<file path="src/rtl/clk_ratio_detector.sv">
// Measures a divided clock in the clk domain: period, high time, ratio.
// Declares lock on a stable ratio and flags mismatches and loss of signal.
module clk_ratio_detector #(
    parameter int CNT_W    = 8,
    parameter int LOCK_CNT = 3,
    parameter int TIMEOUT  = 255
) (
    input  logic             clk,
    input  logic             rst,
    input  logic             div_in,
    output logic [CNT_W-1:0] period,
    output logic [CNT_W-1:0] high_time,
    output logic [2:0]       ratio,
    output logic             meas_valid,
    output logic             locked,
    output logic             err,
    output logic             timeout
);

    typedef enum logic [1:0] {
        IDLE,
        ACQ,
        TRACK
    } state_t;

    localparam int MW = $clog2(LOCK_CNT + 1);
    localparam logic [CNT_W-1:0] TO  = CNT_W'(TIMEOUT);
    localparam logic [CNT_W-1:0] ONE = CNT_W'(1);
    localparam logic [MW-1:0]    LC  = MW'(LOCK_CNT);

    state_t           state;
    logic             prev_in;
    logic             armed;
    logic [CNT_W-1:0] cnt;
    logic [CNT_W-1:0] hcnt;
    logic [MW-1:0]    match_cnt;
    logic [MW-1:0]    match_nxt;
    logic             rise;
    logic             same;

    // A level that is already high out of reset is not an edge.
    assign rise      = div_in & ~prev_in & armed;
    assign same      = (cnt == period) && (hcnt == high_time);
    assign match_nxt = (match_cnt == LC) ? LC : match_cnt + MW'(1);

    function automatic logic [2:0] decode(
        input logic [CNT_W-1:0] p,
        input logic [CNT_W-1:0] h
    );
        logic [2:0] r;
        r = 3'd0;
        if ({h, 1'b0} == {1'b0, p}) begin
            case (p)
                CNT_W'(2):  r = 3'd1;
                CNT_W'(4):  r = 3'd2;
                CNT_W'(8):  r = 3'd3;
                CNT_W'(16): r = 3'd4;
                default:    r = 3'd0;
            endcase
        end
        return r;
    endfunction

    always_ff @(posedge clk or negedge rst) begin
        if (!rst) begin
            state      <= IDLE;
            prev_in    <= 1'b0;
            armed      <= 1'b0;
            cnt        <= '0;
            hcnt       <= '0;
            match_cnt  <= '0;
            period     <= '0;
            high_time  <= '0;
            ratio      <= 3'd0;
            meas_valid <= 1'b0;
            locked     <= 1'b0;
            err        <= 1'b0;
            timeout    <= 1'b0;
        end else begin
            meas_valid <= 1'b0;
            err        <= 1'b0;
            timeout    <= 1'b0;
            prev_in    <= div_in;
            if (!div_in) begin
                armed <= 1'b1;
            end

            if (rise) begin
                cnt  <= ONE;
                hcnt <= ONE;
            end else begin
                if (cnt != TO) begin
                    cnt <= cnt + ONE;
                end
                if (div_in && hcnt != TO) begin
                    hcnt <= hcnt + ONE;
                end
            end

            unique case (state)
                IDLE: begin
                    if (rise) begin
                        state <= ACQ;
                    end
                end
                ACQ, TRACK: begin
                    if (rise) begin
                        period     <= cnt;
                        high_time  <= hcnt;
                        ratio      <= decode(cnt, hcnt);
                        meas_valid <= 1'b1;
                        state      <= TRACK;
                        if (state == ACQ) begin
                            match_cnt <= '0;
                        end else if (same) begin
                            match_cnt <= match_nxt;
                            if (match_nxt == LC) begin
                                locked <= 1'b1;
                            end
                        end else begin
                            match_cnt <= '0;
                            locked    <= 1'b0;
                            err       <= locked;
                        end
                    end else if (cnt == TO) begin
                        timeout   <= 1'b1;
                        state     <= IDLE;
                        locked    <= 1'b0;
                        ratio     <= 3'd0;
                        period    <= '0;
                        high_time <= '0;
                        match_cnt <= '0;
                    end
                end
                default: state <= IDLE;
            endcase
        end
    end

endmodule

</file>
<file path="config.mk">
export PLATFORM = sky130hd
export DESIGN_NAME = clk_ratio_detector
export DESIGN_NICKNAME = d
export VERILOG_FILES = /design/src/rtl/clk_ratio_detector.sv
export SDC_FILE = /design/constraint.sdc
export NUM_CORES = 1
export LEC_CHECK = 0
export ABC_AREA = 1
export BUFFER_PORTS_ARGS = -buffer_cell sky130_fd_sc_hd__buf_4
export CORE_MARGIN = 3
export CORE_UTILIZATION = 53
export DETAILED_ROUTE_END_ITERATION = 7
export GPL_ROUTABILITY_DRIVEN = 0
export HOLD_SLACK_MARGIN = 0.03
export PLACE_DENSITY_LB_ADDON = 0.08
export SLEW_MARGIN = 10
export SYNTH_ARGS = -nofsm -noshare
export SYNTH_HDL_FRONTEND = slang
export SYNTH_SLANG_ARGS = --single-unit
export TNS_END_PERCENT = 5
</file>
<file path="constraint.sdc">
create_clock -name clk -period 1.48 [get_ports clk]
set_clock_uncertainty 0.05 [all_clocks]
set_input_delay 0.296 -clock clk [delete_from_list [all_inputs] [get_ports clk]]
set_output_delay 0.296 -clock clk [all_outputs]
set_load 0.005 [all_outputs]
</file>
; ---- Yosys cells after proc, flatten, opt, wreduce, memory -nomap -nowiden
; Cells that the tools add are included.
[word_totals]
ff_bits = 45
inputBits = 3
[classes]
n_addsub = 3
eq_ne = 18
muxes = 33
bitwise = 3
reduce_logical = 10
[ops]
columns = cell, n
row1 = $mux 8, 7
row2 = $add 8x1->8 const B, 2
row3 = $eq 8x8->1, 2
row4 = $ne 8x8->1 const B, 2
row5 = $mux 1, 14
row6 = $mux 2, 7
row7 = $pmux 3 s4, 1
row8 = $eq 9x8->1, 1
row9 = $mux 3, 3
row10 = $eq 8x2->1 const B, 1
row11 = $eq 8x3->1 const B, 1
row12 = $eq 8x4->1 const B, 1
row13 = $eq 8x5->1 const B, 1
row14 = $eq 8x8->1 const B, 1
row15 = $eq 2x2->1 const B, 3
row16 = $reduce_bool 2->1, 3
row17 = $ne 2x2->1 const B, 2
row18 = $pmux 2 s2, 1
row19 = $reduce_and 2->1, 2
row20 = $reduce_and 4->1, 1
row21 = $ne 3x2->1 const B, 1
row22 = $ne 3x3->1 const B, 1
row23 = $add 2x1->2 const B, 1
row24 = $and 1x1->1, 2
row25 = 5 further kinds, 6

; ---- Longest topological paths before layout
[logic_depth]
ltp_word = 7
mapped_depth = 11

; ---- Worst setup path before layout
; Ideal clock, no wire load.
[synth_timing]
path_type = register -> register
from = register state[0]
to = register period[0]
t_arrival_ps = 1328
slack_ps = -26
path_stages_with_launch = 8
n_path_buf = 1
synth_period_minus_slack_ps = 1506
cell_sequence = dfrtp_1 inv_1 ha_1 inv_1 nor2_8 inv_2 buf_6 o22ai_2
[synth_between]
elab_chain_cells = 3
elab_cells_between_ends = 4
cone_classes = eq/ne: 2 / reduce/logical: 2
[synth_rtl]
columns = item, line_no
row1 = from (decl), 31  ; state_t state;
row2 = from (signal assigned), 66  ; state <= IDLE;
row3 = from (signal assigned), 103  ; state <= ACQ;
row4 = from (signal assigned), 112  ; state <= TRACK;
row5 = $eq 2x1->1 / $eq 2x2->1 (equally long branches), 100  ; unique case (state)
row6 = $reduce_or 2->1 *, 100
row7 = $reduce_and 2->1 (no source line) *, -
row8 = to (signal assigned), 108  ; period <= cnt;
row9 = to (decl), 11  ; output logic [CNT_W-1:0] period,
; Every way passes the cells marked *; elsewhere a longest branch is shown, timed or not.
; A chain may end at the register's enable or synchronous reset.

; ---- Worst setup path in the final report
[layout_timing]
from = register cnt[1]
to = register match_cnt[0]
[layout_between]
elab_chain_cells = 5
elab_cells_between_ends = 8
cone_classes = eq/ne: 2 / mux: 3 / reduce/logical: 3
[layout_rtl]
columns = item, line_no
row1 = from (decl), 34  ; logic [CNT_W-1:0] cnt;
row2 = from (signal assigned), 93  ; cnt <= cnt + ONE;
row3 = $eq 8x8->1, 43  ; assign same = (cnt == period) && (hcnt == high_time);
row4 = $logic_and 1x1->1, 43
row5 = $mux 2, 115  ; end else if (same) begin
row6 = $mux 2, 113  ; if (state == ACQ) begin
row7 = $mux 2, 107  ; if (rise) begin
row8 = to (signal assigned), 116  ; match_cnt <= match_nxt;
row9 = to (decl), 36  ; logic [MW-1:0] match_cnt;
; Several ways; a longest one is shown, not always the timed one.

==> impl_metrics.toml <==
[global_route]
grt_util_all_layers_pct = 23.38
grt_max_degree = 46
grt_antenna_before_repair = 0
grt_pass1_wl_microns = 9784
grt_overflow_total = 0
grt_pass1_vias = 2133

[floorplanning]
dieWidth_microns = 75.06
ioPinCount = 26
rows = 24
fp.coreArea_sq_mm = 0.004474
die_area_sq_mm = 0.005633
die_height_microns = 75.06
initial_core_util_pct = 56.49

[route]
vias_per_cell = 5.229
drt_pass1_iterations = 4
wirelength_microns = 6087
drc = 0
drt-wirelength-per-cell_microns = 14.53
ant_nets = 0
dr_total_vias = 2191
first_iter_violations = 124

[synthesis]
syn_area_sq_mm = 0.002527
synth_edf_count = 0
synthArstFlopShare_pct = 100.0
synth_warnings = 0
synth_cells = 304
synth_top_area_share_pct = 44.55
yosysUniqueCellTypes = 30
yosys.area.top_type = "dfrtp_1"
synth_nets = 314
synthFlopType = "dfrtp_1"
synth_area_leaders = "dfrtp_1 45%, nand2_1 11%, inv_1 6.2%"
ys_seq_elements = 45
ys_seq_area_share_pct = 44.55
syn_avg_cell_area_sq_um = 8.314

[setup_path]
cp.buffers_inverters = 1
slowest_stage = "dfrtp_1"
criticalPathCategory = "reg -> reg"
arrival_ns = 1.67
max_stage_delay_ns = 0.42
worst-path-max-fanout = 5
cp_cell_sequence = "inv_1 > nand2_1 > nand2_1 > nor2_1 > nand2_1 > nor2_2 > nand4_1 > a21oi_1"
reg2reg_setup_slack_ns = -0.009
rr_worst_depth = 8
crit_top_cell = "nand2_1"
rr_startpoint = "cnt[1]"
critPathCaptureType = "flip-flop"
r2r_end = "match_cnt[0]"
path_delay_family = "simple AND/OR/NAND/NOR gates"
startpoint_type = "flip-flop"
cp.required_ns = 1.66

[timing]
timing.fmax_mhz = 671.5
period_share_pct = 100.6
setup_tns_ns = -0.03017
relSlewSlack_pct = 62.62
min_period_ns = 1.489
setup_slack_ns = -0.009251
hold_viol = 0
slew_violations = 0
setup_viol = 5
grt_setup_unrepaired = "true"
worstMarginPinSlew_ns = 0.5607

[clock_tree]
ctsHtreeMaxLevel = 2
clock_latency_ns = 0.30
cts_sinks = 45
cts_tree = "yes"
numCtsBuffers = 5
root_buffer = "clkbuf_8"
cts.path.max_buffers = 2
clk_pin_slew_ns = 0.08

[min_path]
hp-start = "div_in"
worstHoldPathType = "in -> reg"
holdPathStages = 2
hold_end = "prev_in"

[cells_and_area]
drive_gt1_share_pct = 30.79
syn2layout_area_growth_pct = 26.68
fillers = 348
multi_input_area_sq_mm = 0.001226
diodes = 0
layout.nets = 377
regArea_sq_mm = 0.001130
final_cells = 419

[placement]
dp_hpwl_microns = 4380
place_ws_ns = -0.04184
io_buffers = 25
placed_cells = 406

[outcome]
status = "complete, but fails checks"
violations = "setup timing"

[pwr]
power_density_mw_per_mm2 = 1528
finalPower_mw = 4.893
ir_worst_vdd_mv = 0.9994
p_leak_nw = 1.647

[job]
cap_violations = 0
## placed cells by master, fill, tap and decap left out, drive strengths merged, types with 7 or more instances in the layout
cell,n
nand2,82
buf,62
inv,48
dfrtp,45
nor2,26
o21ai,22
a21oi,15
o22ai,15
nand3,12
clkbuf,7
nor3,7
ha,7
## per-layer routing
| metal | GRT usage, % | wire length (microns) | up-vias |
|---|---|---|---|
| li1 | - | - | 1103 |
| met1 | 30.50 | 2825 | 1029 |
| met2 | 39.17 | 2931 | 50 |
| met3 | 4.673 | 246 | 9 |
| met4 | 7.115 | 85 | 0 |
| met5 | 0 | 0 | - |
## synth_stat cells, types with 2 or more instances
cell type  instances
ha_1               7
nand3_1           12
nor3_1             5
o22ai_1            5
nor2_8             2
xnor2_1            2
buf_2              2
nand2_1           77
o21ai_0           20
a31oi_1            2
o21ai_1            2
inv_1             42
dfrtp_1           45
nand2_4            4
xor2_1             6
a21oi_1           15
nand4_1            6
nor2_1            22
buf_4              3
o22ai_2           10
inv_2              6
## power breakdown
group / leakage [nW] / internal, mW / total (mW) / switching [mW]
registers: 0.589 / 1.50 / 1.73 / 0.230
logic: 1.01 / 1.11 / 2.39 / 1.28
clock network: 0.0443 / 0.371 / 0.770 / 0.399
## through the flow
stage / hold slack [ns] / util, % / area (sq um)
floorplan: -0.04959 / - / 2527
CTS: 0.1889 / 69.57 / 3113
global route: 0.2047 / 71.56 / 3202
global placement: 0.2795 / 66.36 / 2969
finish: 0.2057 / 71.56 / 3202
detailed placement: 0.2847 / 66.36 / 2969
## repair_timing
item	4_1_cts	5_1_grt
setup endpoints to repair	19	35
endpoints found under the hold margin	45	0
setup buffers	2	3
pin swaps	0	8
hold buffers	1	0
resized for setup	8	22
## registers in the layout (all words and copies together), names as in the netlist, 2 cells and up
register / cells
high_time: 8
ratio: 3
period: 8
hcnt: 8
match_cnt: 2
state: 2
cnt: 8
## cell families (layout without fill, tap and decap cells)
family	Yosys count	after routing	synth area share, %
compound gates	55	55	14.31
xor+xnor	8	8	2.772
fa+ha+maj	7	7	3.465
buf+inv	56	119	10.00
flops	45	45	44.55
simple gates	133	133	24.90
## area by class of cell
| class | instances | area share (%) |
|---|---|---|
| Timing Repair Buffer | 63 | 15.47 |
| Inverter | 49 | 6.213 |
| Clock buffer | 7 | 2.696 |
| Tap cell | 52 | 2.032 |
| Multi-Input combinational cell | 203 | 38.30 |
| Sequential cell | 45 | 35.29 |
## worst register-to-register path, cell delays in order (launching register included)
cell     delay, ns
dfrtp_1       0.42
inv_1         0.17
nand2_1       0.10
nand2_1       0.05
nor2_1        0.10
nand2_1       0.10
nor2_2        0.15
nand4_1       0.13
a21oi_1       0.15
## worst max path at each step
stage                               to  cells past startpoint    from
final                     match_cnt[0]                      8  cnt[1]
after floorplan              period[0]                      9  cnt[1]
after global placement          cnt[5]                      8  cnt[0]
after detailed placement        cnt[5]                      8  cnt[0]
after CTS                       cnt[5]                      8  cnt[0]
after global routing            cnt[5]                      8  cnt[0]
(Power assumes the default switching activity.)
